<file path="config.mk">
export PLATFORM = sky130hd
export DESIGN_NAME = vga_timing_gen
export DESIGN_NICKNAME = d
export VERILOG_FILES = /design/src/rtl/vga_timing_gen.sv
export SDC_FILE = /design/constraint.sdc
export NUM_CORES = 1
export LEC_CHECK = 0
export ABC_AREA = 1
export CAP_MARGIN = 5
export CORE_ASPECT_RATIO = 0.5
export CORE_MARGIN = 3
export CORE_UTILIZATION = 41
export CTS_CLUSTER_DIAMETER = 120
export DETAILED_ROUTE_END_ITERATION = 16
export GPL_ROUTABILITY_DRIVEN = 1
export PLACE_DENSITY = 0.65
export SLEW_MARGIN = 20
export SYNTH_ARGS = -nofsm -noshare
export SYNTH_HDL_FRONTEND = slang
export SYNTH_SLANG_ARGS = --single-unit
</file>
<file path="constraint.sdc">
create_clock -name i_clk -period 1.87 [get_ports i_clk]
set_clock_uncertainty 0.1 [all_clocks]
set_input_delay 0.374 -clock i_clk [delete_from_list [all_inputs] [get_ports i_clk]]
set_output_delay 0.374 -clock i_clk [all_outputs]
set_load 0.1 [all_outputs]
</file>
<file path="src/rtl/vga_timing_gen.sv">
// VGA raster timing generator: pixel/line counters with registered display-enable,
// sync and start-of-line/frame decodes, all aligned to the reported position.
module vga_timing_gen #(
    parameter int H_VISIBLE  = 800,
    parameter int H_FRONT    = 56,
    parameter int H_SYNC     = 120,
    parameter int H_BACK     = 64,
    parameter int V_VISIBLE  = 600,
    parameter int V_FRONT    = 37,
    parameter int V_SYNC     = 6,
    parameter int V_BACK     = 23,
    parameter bit H_SYNC_POL = 1'b1,
    parameter bit V_SYNC_POL = 1'b1
) (
    input  logic        i_clk,
    input  logic        i_rst_n,
    input  logic        i_pix_en,
    output logic [10:0] o_h_coord,
    output logic [9:0]  o_v_coord,
    output logic        o_disp_enbl,
    output logic        o_hsync,
    output logic        o_vsync,
    output logic        o_line_start,
    output logic        o_frame_start
);

    localparam int H_TOTAL = H_VISIBLE + H_FRONT + H_SYNC + H_BACK;
    localparam int V_TOTAL = V_VISIBLE + V_FRONT + V_SYNC + V_BACK;

    localparam logic [10:0] H_LAST       = 11'(H_TOTAL - 1);
    localparam logic [10:0] H_VIS        = 11'(H_VISIBLE);
    localparam logic [10:0] H_SYNC_FIRST = 11'(H_VISIBLE + H_FRONT);
    localparam logic [10:0] H_SYNC_LAST  = 11'(H_VISIBLE + H_FRONT + H_SYNC - 1);
    localparam logic [9:0]  V_LAST       = 10'(V_TOTAL - 1);
    localparam logic [9:0]  V_VIS        = 10'(V_VISIBLE);
    localparam logic [9:0]  V_SYNC_FIRST = 10'(V_VISIBLE + V_FRONT);
    localparam logic [9:0]  V_SYNC_LAST  = 10'(V_VISIBLE + V_FRONT + V_SYNC - 1);

    typedef enum logic {
        IDLE = 1'b0,
        RUN  = 1'b1
    } state_t;

    state_t      state, state_next;
    logic [10:0] h_next;
    logic [9:0]  v_next;
    logic        disp_next, hsync_next, vsync_next, line_next, frame_next;

    // Decodes are taken from the next position so every registered output
    // describes the same pixel as the registered coordinates.
    always_comb begin
        // NOTE: every signal gets a default first so no path leaves it unassigned (no latch).
        state_next = state;
        h_next     = o_h_coord;
        v_next     = o_v_coord;
        disp_next  = o_disp_enbl;
        hsync_next = o_hsync;
        vsync_next = o_vsync;
        line_next  = 1'b0;
        frame_next = 1'b0;

        if (i_pix_en) begin
            state_next = RUN;
            if (state == IDLE) begin
                h_next = '0;
                v_next = '0;
            end else if (o_h_coord >= H_LAST) begin
                h_next = '0;
                v_next = (o_v_coord >= V_LAST) ? 10'd0 : o_v_coord + 10'd1;
            end else begin
                h_next = o_h_coord + 11'd1;
            end

            disp_next  = (h_next < H_VIS) && (v_next < V_VIS);
            hsync_next = (h_next >= H_SYNC_FIRST && h_next <= H_SYNC_LAST) ? H_SYNC_POL : ~H_SYNC_POL;
            vsync_next = (v_next >= V_SYNC_FIRST && v_next <= V_SYNC_LAST) ? V_SYNC_POL : ~V_SYNC_POL;
            line_next  = (h_next == 11'd0);
            frame_next = (h_next == 11'd0) && (v_next == 10'd0);
        end
    end

    always_ff @(posedge i_clk or negedge i_rst_n) begin
        if (!i_rst_n) begin
            state         <= IDLE;
            o_h_coord     <= '0;
            o_v_coord     <= '0;
            o_disp_enbl   <= 1'b0;
            o_hsync       <= ~H_SYNC_POL;
            o_vsync       <= ~V_SYNC_POL;
            o_line_start  <= 1'b0;
            o_frame_start <= 1'b0;
        end else begin
            // NOTE: non-blocking assignments so all registers update from the same pre-edge values.
            state         <= state_next;
            o_h_coord     <= h_next;
            o_v_coord     <= v_next;
            o_disp_enbl   <= disp_next;
            o_hsync       <= hsync_next;
            o_vsync       <= vsync_next;
            o_line_start  <= line_next;
            o_frame_start <= frame_next;
        end
    end

endmodule

</file>
==> results of run 1 <==
[routing by layer]
metal,vias up,routed length (um)
li1,1193,-
met4,0,286
met3,36,596
met5,-,0
met1,1271,3200
met2,144,4040
[layout by cell type (no fill, tap or decap), types with 7 or more instances in the layout]
master	n
nand2_2	13
nand4_1	9
inv_1	22
o21ai_1	8
nand3_2	11
nor2_4	9
inv_2	7
buf_6	15
nand3_1	18
dfrtp_2	11
o21ai_2	10
buf_12	26
nor2_1	11
nand2_1	69
buf_4	77
dfrtp_4	10
nand2_4	7
[sequential cells by signal, indices dropped and copies added (netlist names)]
name and flops:
o_h_coord 11, o_v_coord 10, o_line_start 1, o_hsync 1, state 1, o_vsync 1
o_disp_enbl 1, o_frame_start 1
[final timing paths]
check	startpoint	end	slack [ns]	cells after the start
worst max register to register	o_h_coord[1]	o_frame_start	-0.38	12
min in group i_clk	state	state	0.39	2
worst max-delay path	o_h_coord[1]	o_frame_start	-0.38	12
worst min-delay path	i_rst_n	o_h_coord[10]	0.35	2
worst min register to register	state	state	0.39	2
max in group asynchronous	i_rst_n	o_v_coord[0]	0.99	2
[worst register-to-register path, cell delays in order, from the launching register on]
cell and delay, ns:
dfrtp_4 0.53, ha_4 0.18, nand3_4 0.07, inv_2 0.05
buf_6 0.12, nand3_1 0.09, xor2_1 0.20, a21oi_1 0.14
a21oi_2 0.16, o2111ai_2 0.14, nor2_2 0.16, nand2_1 0.07
nor2_1 0.14
[cell type report]
class	count	area, um2
clock buffers	3	41.3
clock inverters	1	7.51
fillers	226	657
inverters	32	133
multi-input cells	223	1620
flip-flops and latches	27	727
well taps	66	82.6
repair buffers	121	1300
[what timing repair did]
action | CTS | global route
endpoints found under the setup margin | 20 | 26
gates resized for setup | 50 | 81
pin swaps | 16 | 20
setup buffers | 14 | 15
gates cloned | 0 | 1
[kinds of logic (layout without fill, tap and decap cells)]
family,Yosys count,after routing,share of synthesized area (%)
and+or+nand+nor,173,174,41.1
AOI/OAI and AO/OA,40,40,11.7
buffers and inverters,40,157,8.99
DFF,27,27,33.5
xor gates and xnor gates,5,5,2.17
adders and majority gates,4,4,2.48
[where the power goes]
part           switching (uW)  internal [uW]  total, uW
sequential                207            775        982
clock                     219            152        371
combinational            2460           1710       4170
total                    2880           2640       5520
[stage by stage]
stage	worst slack, ns	power (uW)	TNS [ns]
CTS	-0.241	4950	-1.16
global route	-0.458	5740	-3.77
floorplan	-0.346	2840	-1.91
global placement	-0.300	4300	-1.28
finish	-0.380	5520	-2.27
detailed placement	-0.320	4340	-1.80
==> results.md, run 1 <==
Global routing:
- The met2 usage in global routing is 39.7%.
- The via count of the first global-routing pass is 2389.
- The number of antenna violations at the first check in global routing is 0.
- The aggregate global routing overflow is 0.
- The first global-routing pass estimated 11400 um of wire.
- The maximum number of pins on one net before global-route repair is 28.
- For this run, global-route usage on met3 was measured as 4.40%.
- The met1 routing resource usage after global routing is 30.2%.
- Global routing consumed, over all layers together, 23.8% of the routing resources.
- The layer with the highest usage after global routing is met2.

STA:
- Based on the critical path, the design can be clocked at up to 444 MHz.
- The share of the cycle needed by the critical path after routing is 120%.
- The final-layout worst hold slack is 0.352 ns.
- The hold violation total from the final report is 0.
- Setup repair after global routing could not meet its margin everywhere.
- In this run the tightest slew margin relative to its limit is 68.7%.
- The slew at the pin with the worst max-slew slack is 0.469 ns.
- Setup slack on the critical path of the routed design comes to -0.380 ns.
- The smallest clock period supported by the final layout is computed as 2.25 ns.
- The number of pins exceeding their max-slew limit in the final report is 0.
- Setup violations remaining at the end of the flow were counted as 17.

Synthesis:
- The mapped netlist covers 2020 um2.
- The synthesis-stage register bit count is 27.
- The sequential-to-total area share from yosys stat is 33.5%.
- The top cell type by area accounts for 33.5% of the synthesized area.
- The most used flip-flop cell after synthesis is dfrtp_1.
- The post-synthesis area per instance is 6.98 um2.
- The cell type with the largest total area after synthesis is dfrtp_1.
- In the synthesized netlist, the cells that appear most often are nand2_1 (87), nand3_1 (30), inv_1 (29).
- The most numerous cell in the Yosys netlist is nand2_1.
- The post-synthesis instance total is 289.
- The count of unique library cells instantiated by Yosys is 33.
- For this run, the number of Yosys warnings is 0.
- The number of nets in the synthesized netlist is 296.
- After synthesis, the share of flip-flops with an asynchronous set or reset is 100%.
- The number of enable flip-flop cells after synthesis is 0.
- In the post-synthesis netlist, the biggest area contributors are dfrtp_1 (33%), nand2_1 (16%), nand3_1 (7.4%).

Drt:
- The first-pass detailed-route iteration total is 5.
- The number of remaining DRC errors is 0.
- For this block, the routed nets add up to 8120 um of wire.
- The total number of vias is 2644.
- After detailed routing, the average wire length per cell comes to 17.2 um.
- The post-detailed-route via-to-cell ratio is 5.59.
- In this run, the number of DRC markers left after iteration 0 of detailed routing was 145.
- The remaining antenna violation count is 0.

Final layout:
- After the flow finishes, the layout carries non-filler instances totaling 473.
- 0 antenna diodes ended up in the layout.
- The number of nets in the layout is 415.
- The cell area after layout is 3920 um2.
- The share of the core filled with cells is 85.6%.
- Compared with the post-synthesis result, the final layout area differs by 94.2%.
- The share of post-route cells with drive strength above 1 is 59.5%.

Clock tree:
- The later pin in the worst-skew pair is clocked with a latency of 0.29 ns.
- Hold repair after CTS inserted 0 buffers.
- The number of levels the H-tree was split into is 1.
- The buffer cell driving the clock tree root is clkbuf_8.
- The clock tree buffer depth is 2.
- The clock buffer count from CTS is 3.
- The CTS sink count is 27.
- The TritonCTS clock tree is yes.
- After clock tree synthesis, the clock-pin slew on the worst setup and hold paths is 0.12 ns.

Floorplanning:
- The die covers 5850 um2.
- The height of the die is 55.6 um.
- The placeable core area is 4570 um2.
- For this configuration, the core starts out at a cell density of 44.1%.
- The floorplan step set the die width to 105 um.
- The top-level I/O count is 29.
- The floorplan has 17 rows.

Pwr:
- The power per cell area is 1410 nW/um2.
- IR analysis of the VDD net gives a maximum drop of 1.35 mV.
- In this run the static leakage power is 0.00177 uW.

Worst setup path:
- STA classifies the critical path endpoint as a register.
- The data arrival time at the worst-slack endpoint is 2.35 ns.
- The critical path is of the reg2reg type.
- On the worst path, the slowest cell contributes a delay of 0.53 ns.
- STA classifies the critical path startpoint as a register.
- Traced cell by cell, the critical path runs through ha_4 -> nand3_4 -> inv_2 -> buf_6 -> nand3_1 -> xor2_1 -> a21oi_1 -> a21oi_2 -> o2111ai_2 -> nor2_2 -> nand2_1 -> nor2_1.
- The number of buffers and inverters on the critical path is 2.
- The slowest stage cell on the critical path is dfrtp_4.
- At the worst endpoint, the required time is 1.97 ns.
- Along the worst path, the maximum fanout reaches 3.
- The family of cells with the greatest summed delay on the critical path is flip-flops.

Place:
- The number of buffer cells added on primary ports is 28.
- Routability-driven placement finished with a final weighted congestion of 0.952.
- The number of cells after detailed placement is 450.
- The standard cell area after detailed placement is 3230 um2.
- The half-perimeter wire length of the detailed placement result is 4740 um.

Hold path:
- The path class of the tightest hold or removal check is in2async.

Flow run:
- Across the run, the number of max-cap violations was 0.

Run status:
- The checks that failed: setup timing.
- The run finished, with violations left.
No activity file was read; power rests on OpenSTA's default activity.
==> run 2, diff against run 1 <==
DONT_BUFFER_PORTS = 1   (was not set)
PLACE_DENSITY = not set   (was 0.65)
==> results.md, run 2 (synthesis results as in run 1) <==
Global routing:
- The via count of the first global-routing pass is 2285.
- The number of antenna violations at the first check in global routing is 0.
- The maximum number of pins on one net before global-route repair is 28.
- The total global routing track utilization is 22.2%.
- The aggregate global routing overflow is 0.
- The first global-routing pass estimated 10700 um of wire.

Pwr:
- The logic gate share of total power is 71.3%.
- VDD sags by at most 0.956 mV.
- The register share of total power is 20.7%.
- The power per cell area is 1400 nW/um2.
- In this run the static leakage power is 0.00152 uW.
- The internal portion of the total power is 2100 uW.
- In this run switching power makes up 54.6% of total power.
- The clock network burns 8.0% of the power.
- The net switching power is 2530 uW.

Final layout:
- For this run, the number of standard cells in the final layout without fillers is 456.
- In the layout the commonest cells are buf_4 (93), nand2_1 (74), inv_1 (23).
- Leaving out fill and tap cells, the most frequent cell in the layout is buf_4.
- The multi-input combinational cells in the finished layout cover a total of 1490 um2.
- Counting flops per register, the top entry is o_h_coord.
- Once layout is complete, the utilization of the core stands at 72.6%.
- Across the whole layout, storage elements account for 727 um2.
- From synthesis to final layout, the design area changed by 64.5%.
- Cells with a size suffix above 1 make up 54.1% of the layout.
- In the final layout, the registers with the most flip-flops are o_h_coord: 11 flops, o_v_coord: 10 flops.
- The number of antenna diodes is 0.
- The filler cells instantiated in the layout total 342.
- The register with the most flip-flops in the layout has 11 of them.
- The number of nets in the layout is 398.

Flow run:
- The count of maximum capacitance violations is 0.

Drt:
- In the final routed layout, each cell accounts on average for 14.7 um.
- The total detailed-routing wirelength is 6690 um.
- The DRC marker count from the first detailed-route iteration is 113.
- Once detail routing completed, the nets flagged for antenna violations numbered 0.
- The first TritonRoute pass finished after 5 iterations.
- The number of remaining DRC errors is 0.
- The total number of vias is 2367.
- After detailed routing, the number of vias per cell comes to 5.19.

Worst setup path:
- The worst setup path is launched from a register.
- The slowest stage cell on the critical path is dfrtp_4.
- The category of the worst setup path capture point is a register.
- The launching point of the worst reg2reg path is o_h_coord[1].
- The maximum fanout along the worst path is 6.
- Walking the worst path, the cells encountered are ha_4 -> nand3_4 -> inv_2 -> nand2_1 -> nand2_1 -> nand2_2 -> nand2_4 -> nand3_1 -> nand2_2 -> inv_2 -> nand3_1 -> nor2_1 -> nand2_1 -> nand2_1 -> nand2_1 -> nand2_1 -> nand2_1.
- The startpoint of the most critical setup path is o_h_coord[1].
- The critical path is of the reg2reg type.
- Setup slack on the worst reg-to-reg path comes out at -0.29 ns.
- The most frequent cell on the critical path is nand2_1.
- The largest single stage delay on the critical path is 0.52 ns.
- The critical path data required time is 1.96 ns.
- The number of buffers and inverters on the critical path is 2.
- The family of cells with the greatest summed delay on the critical path is simple AND/OR/NAND/NOR gates.
- The logic depth of the worst path, buffers included is 17.
- The worst reg2reg path depth is 17.
- The data arrival time at the worst-slack endpoint is 2.25 ns.
- The worst register-to-register path ends at o_vsync.
- The last element of the critical path is o_vsync.

Clock tree:
- The clock passes through at most 2 buffers.
- After clock tree synthesis, the clock-pin slew on the worst setup and hold paths is 0.11 ns.
- The number of clock buffers added by TritonCTS is 3.
- The number of levels the H-tree was split into is 1.
- In this run the clock root is driven by a clkbuf_8.
- Clock tree synthesis found a total of 27 sinks.
- The TritonCTS clock tree is yes.
- The later pin in the worst-skew pair is clocked with a latency of 0.29 ns.

Floorplanning:
- The die covers 5850 um2.
- The initial cell density of the core is 44.1%.
- The height of the die is 55.6 um.
- For this design the top-level I/O count stands at 29.
- The row count is 17.
- Measured along the x axis, the die boundary spans 105 um.
- The region available for standard cell placement spans 4570 um2.

STA:
- The total setup violations reported at the end of the flow is 18.
- The slew at the pin with the worst max-slew slack is 0.397 ns.
- The number of pins exceeding their max-slew limit in the final report is 0.
- The relative max-transition margin is 73.3%.
- The routed design could run at a clock period as short as 2.16 ns.
- Based on the critical path, the design can be clocked at up to 463 MHz.
- The setup slack after layout is -0.289 ns.
- The final-layout worst hold slack is 0.0542 ns.
- Setup repair after global routing could not meet its margin everywhere.
- The hold violation total from the final report is 0.
- Of the available clock period, the critical path in the final layout requires 115%.

Run status:
- The final reports fail on setup timing.
- The run finished, with violations left.

Place:
- The half-perimeter wire length of the detailed placement result is 4460 um.
- Routability-driven placement finished with a final weighted congestion of 0.902.
- Counting tap cells, the placed design contains a total of 438 instances.
- Port buffering added 0 buffers.

Hold path:
- The kind of path behind the tightest hold check is in2reg.
[run 2: worst reg2reg max path: cells and delay by family, from the launching register on]
family / cells / cell delay [ns]
adder cells (fa/ha/maj): 1 / 0.18
buffers and inverters: 2 / 0.15
flip-flops: 1 / 0.52
AND/OR/NAND/NOR: 14 / 1.12
[run 2: through the flow]
step | total power (uW) | setup TNS, ns | setup WS [ns] | cell area (um2)
2_1_floorplan | 2840 | -1.91 | -0.346 | 2110
3_3_place_gp | 3780 | -1.53 | -0.336 | 2830
3_5_place_dp | 3810 | -1.92 | -0.370 | 2830
4_1_cts | 4380 | -1.31 | -0.255 | 3100
5_1_grt | 4890 | -4.76 | -0.438 | 3320
6_report | 4640 | -2.77 | -0.289 | 3320
[run 2: repair_timing]
item | CTS | global route
resized for setup | 38 | 53
endpoints found under the hold margin | 27 | 0
pin swaps | 15 | 18
setup endpoints to repair | 22 | 27
gates cloned | 0 | 1
hold buffers | 2 | 0
setup buffers | 7 | 6
[run 2: how the worst min path moves through the flow]
stage	start	endpoint	slack, ns	depth (start not counted)
global route	i_pix_en	o_v_coord[6]	0.05	1
floorplan	i_rst_n	o_disp_enbl	-0.02	0
finish	i_pix_en	o_v_coord[6]	0.05	1
CTS	i_pix_en	o_v_coord[6]	0.04	1
global placement	i_rst_n	o_h_coord[8]	-0.02	0
detailed placement	i_rst_n	o_h_coord[6]	-0.02	0
[run 2: power by group through the flow]
stage	combinational, uW	sequential, uW	clock (uW)
after floorplan	864	1970	0
after global placement	2840	943	0
after detailed placement	2850	955	0
after CTS	3050	939	384
after global routing	3510	985	400
final	3310	959	372
[run 2: layout make-up]
type	count	share of cell area, %
multi-input cells	223	44.8
repair buffers	104	25.5
flip-flops and latches	27	21.9
inverters	32	3.77
well taps	66	2.49
clock buffers	3	1.24
clock inverters	1	0.226
[run 2: routing by layer]
| metal | GRT usage (%) | wire length, um |
|---|---|---|
| met1 | 29.2 | 3050 |
| met2 | 39.3 | 3240 |
| met3 | 3.82 | 310 |
| met4 | 2.80 | 87 |
| met5 | 0 | 0 |
==> run 3, diff against run 2 <==
GPL_TIMING_DRIVEN = 0   (was not set)
==> results.md, run 3 (synthesis results as in run 1) <==
Floorplanning:
- Row generation in the floorplan step produced 17 rows.
- The floorplan step defined a core boundary enclosing 4570 um2.
- For this design the top-level I/O count stands at 29.
- The height of the die is 55.6 um.
- The full die area is 5850 um2.
- From left edge to right edge, the die measures 105 um.
- The initial utilization of the core area, before any placement, comes to 44.1%.

Place:
- The half-perimeter wire length of the detailed placement result is 3950 um.
- After detailed placement, the design holds a cell count of 355.
- At the placement stage, the worst setup path has a slack of -0.611 ns.
- The routability congestion estimate is 0.907.
- In this run the tool buffered the top-level ports with 0 buffer cells.

Clock tree:
- The longest clock path from root to sink contains 2 buffers.
- The cell sitting at the root of the clock tree is a clkbuf_8.
- For the worst-skew pair, the clock arrives at the later sink with an insertion delay of 0.28 ns.
- Clock-pin slew was measured on the worst setup and hold paths at 0.11 ns.
- The CTS sink count is 27.
- The clock buffer count from CTS is 3.
- In this run the number of H-tree levels came out at 1.
- TritonCTS built the clock tree.

Worst setup path:
- The critical path data required time is 1.98 ns.
- The maximum fanout along the worst path is 6.
- For the worst setup path, the data arrival time is 2.54 ns.
- The type of element launching the critical path is a register.
- The critical path is of the reg2reg type.
- The category of the worst setup path capture point is a register.

STA:
- The number of pins exceeding their max-slew limit in the final report came to 0.
- Timing would allow up to 411 MHz.
- The setup TNS after final layout is -6.97 ns.
- For the finished layout, the period the worst path requires is 2.43 ns.
- The slew at the pin with the worst max-slew slack is 0.908 ns.
- The relative max-transition margin is 39.5%.
- The worst path uses 130% of the clock period.
- After layout, the worst setup slack is -0.564 ns.
- The hold violation total from the final report is 0.
- The total setup violations reported at the end of the flow is 26.
- Setup repair after global routing could not meet its margin everywhere.

Drt:
- The routed layout has 2028 vias.
- For this run, design rule violations remaining after detail routing come to 0.
- The routed design has 5910 um of wire.
- The first routing iteration left 75 violations.
- The first-pass detailed-route iteration total is 4.
- In the final routed layout, each cell accounts on average for 15.5 um.
- The remaining antenna violation count is 0.
- Dividing the detail-routed via count by the number of cells gives 5.31.

Run status:
- The checks that failed: setup timing.
- The run finished, with violations left.

Pwr:
- The share of total power dissipated in combinational logic is 38.4%.
- The proportion of total power due to net switching is 60.2%.
- The net switching power is 2370 uW.
- The register share of total power is 52.4%.
- The internal power of the cells is 1570 uW.
- The clock network accounts for 9.2% of the total power.
- Summed over all cells, the static leakage comes to 0.00110 uW.
- The power per cell area is 1450 nW/um2.
- After layout, the design draws a total of 3940 uW.
- The worst-case IR drop observed on VDD is 0.802 mV.

Final layout:
- The number of fill cells in the layout is 393.
- In the final layout, the registers with the most flip-flops are o_h_coord: 11 flops, o_v_coord: 10 flops.
- The post-route netlist has 38.9% of its cells at a drive strength greater than 1.
- The repair_antennas step left the layout with diodes totalling 0.
- In the layout the commonest cells are nand2_1 (81), inv_1 (22), nand3_1 (21).
- The area growth from synthesis to layout is 34.5%.
- The count of non-filler cells in the finished layout is 382.
- Ranked by flip-flop count, first place goes to o_h_coord.
- The most common cell after layout, fill and taps aside is nand2_1.
- The number of nets in the layout is 324.
- The register with the most flip-flops in the layout has 11 of them.

Global routing:
- After global routing the overflow that remains totals 0.
- The total global routing track utilization is 19.3%.
- The first-pass GRT wire length is 9200 um.
- The via count of the first global-routing pass is 1917.
- The number of antenna violations at the first check in global routing is 0.
- The maximum number of pins on one net before global-route repair is 28.

Hold path:
- The min-delay analysis places its worst path in the category in2reg.

Flow run:
- Max-cap violations in this run came to 0.
==> run 3: metal layers <==
layer | up-vias | track usage (%) | routed length [um]
li1 | 1003 | - | -
met2 | 46 | 30.6 | 2800
met1 | 973 | 26.9 | 2790
met4 | 0 | 3.36 | 44
met3 | 6 | 4.87 | 274
met5 | - | 0 | 0
==> run 3: worst paths after layout <==
check,startpoint,end,slack [ns],depth (start not counted)
min reg2reg,state,state,0.63,2
min in group asynchronous,i_rst_n,o_h_coord[8],0.41,2
max reg2reg,o_h_coord[1],o_v_coord[7],-0.56,14
max in group asynchronous,i_rst_n,o_v_coord[6],1.08,2
min,i_pix_en,o_hsync,0.14,2
max,o_h_coord[1],o_v_coord[7],-0.56,14
==> run 3: power by group through the flow <==
stage | registers (uW) | logic [uW] | clock network, uW
2_1_floorplan | 1970 | 864 | 0
3_3_place_gp | 2030 | 1060 | 0
3_5_place_dp | 2030 | 1070 | 0
4_1_cts | 2050 | 1260 | 377
5_1_grt | 2100 | 1670 | 406
6_report | 2070 | 1510 | 362
==> run 3: layout make-up <==
cell class              instances  area (um2)  share of cell area (%)
plain buffers                   8        65.1                    2.40
flip-flops and latches         27         747                    27.5
inverters                      32         130                    4.80
multi-input cells             222        1420                    52.4
clock buffers                   3        41.3                    1.52
well taps                      66        82.6                    3.04
repair buffers                 23         216                    7.98
clock inverters                 1        7.51                   0.277
==> run 3: repair_timing <==
item / CTS / global route
resized for setup: 36 / 44
hold buffers: 2 / 0
gates cloned: 0 / 1
setup buffers: 14 / 6
pin swaps: 11 / 8
setup endpoints to repair: 26 / 26
endpoints found under the hold margin: 27 / 0
==> run 3: metrics by stage <==
stage | utilization [%] | hold slack [ns] | cell area [um2]
finish | 59.3 | 0.138 | 2710
global route | 59.3 | 0.132 | 2710
CTS | 54.2 | 0.129 | 2480
detailed placement | 48.0 | -0.0209 | 2190
global placement | 48.0 | -0.0209 | 2190
floorplan | - | -0.0216 | 2110
==> run 3: critical path: stages (launching register included) <==
cell     delay (ns)
dfrtp_4        0.65
ha_4           0.24
nand3_4        0.07
nand2_4        0.06
inv_2          0.06
nand3_4        0.13
nand2_4        0.15
nand2_8        0.10
buf_12         0.16
o21ai_4        0.07
nand2_4        0.09
buf_4          0.14
buf_4          0.12
buf_4          0.12
o21ai_1        0.11
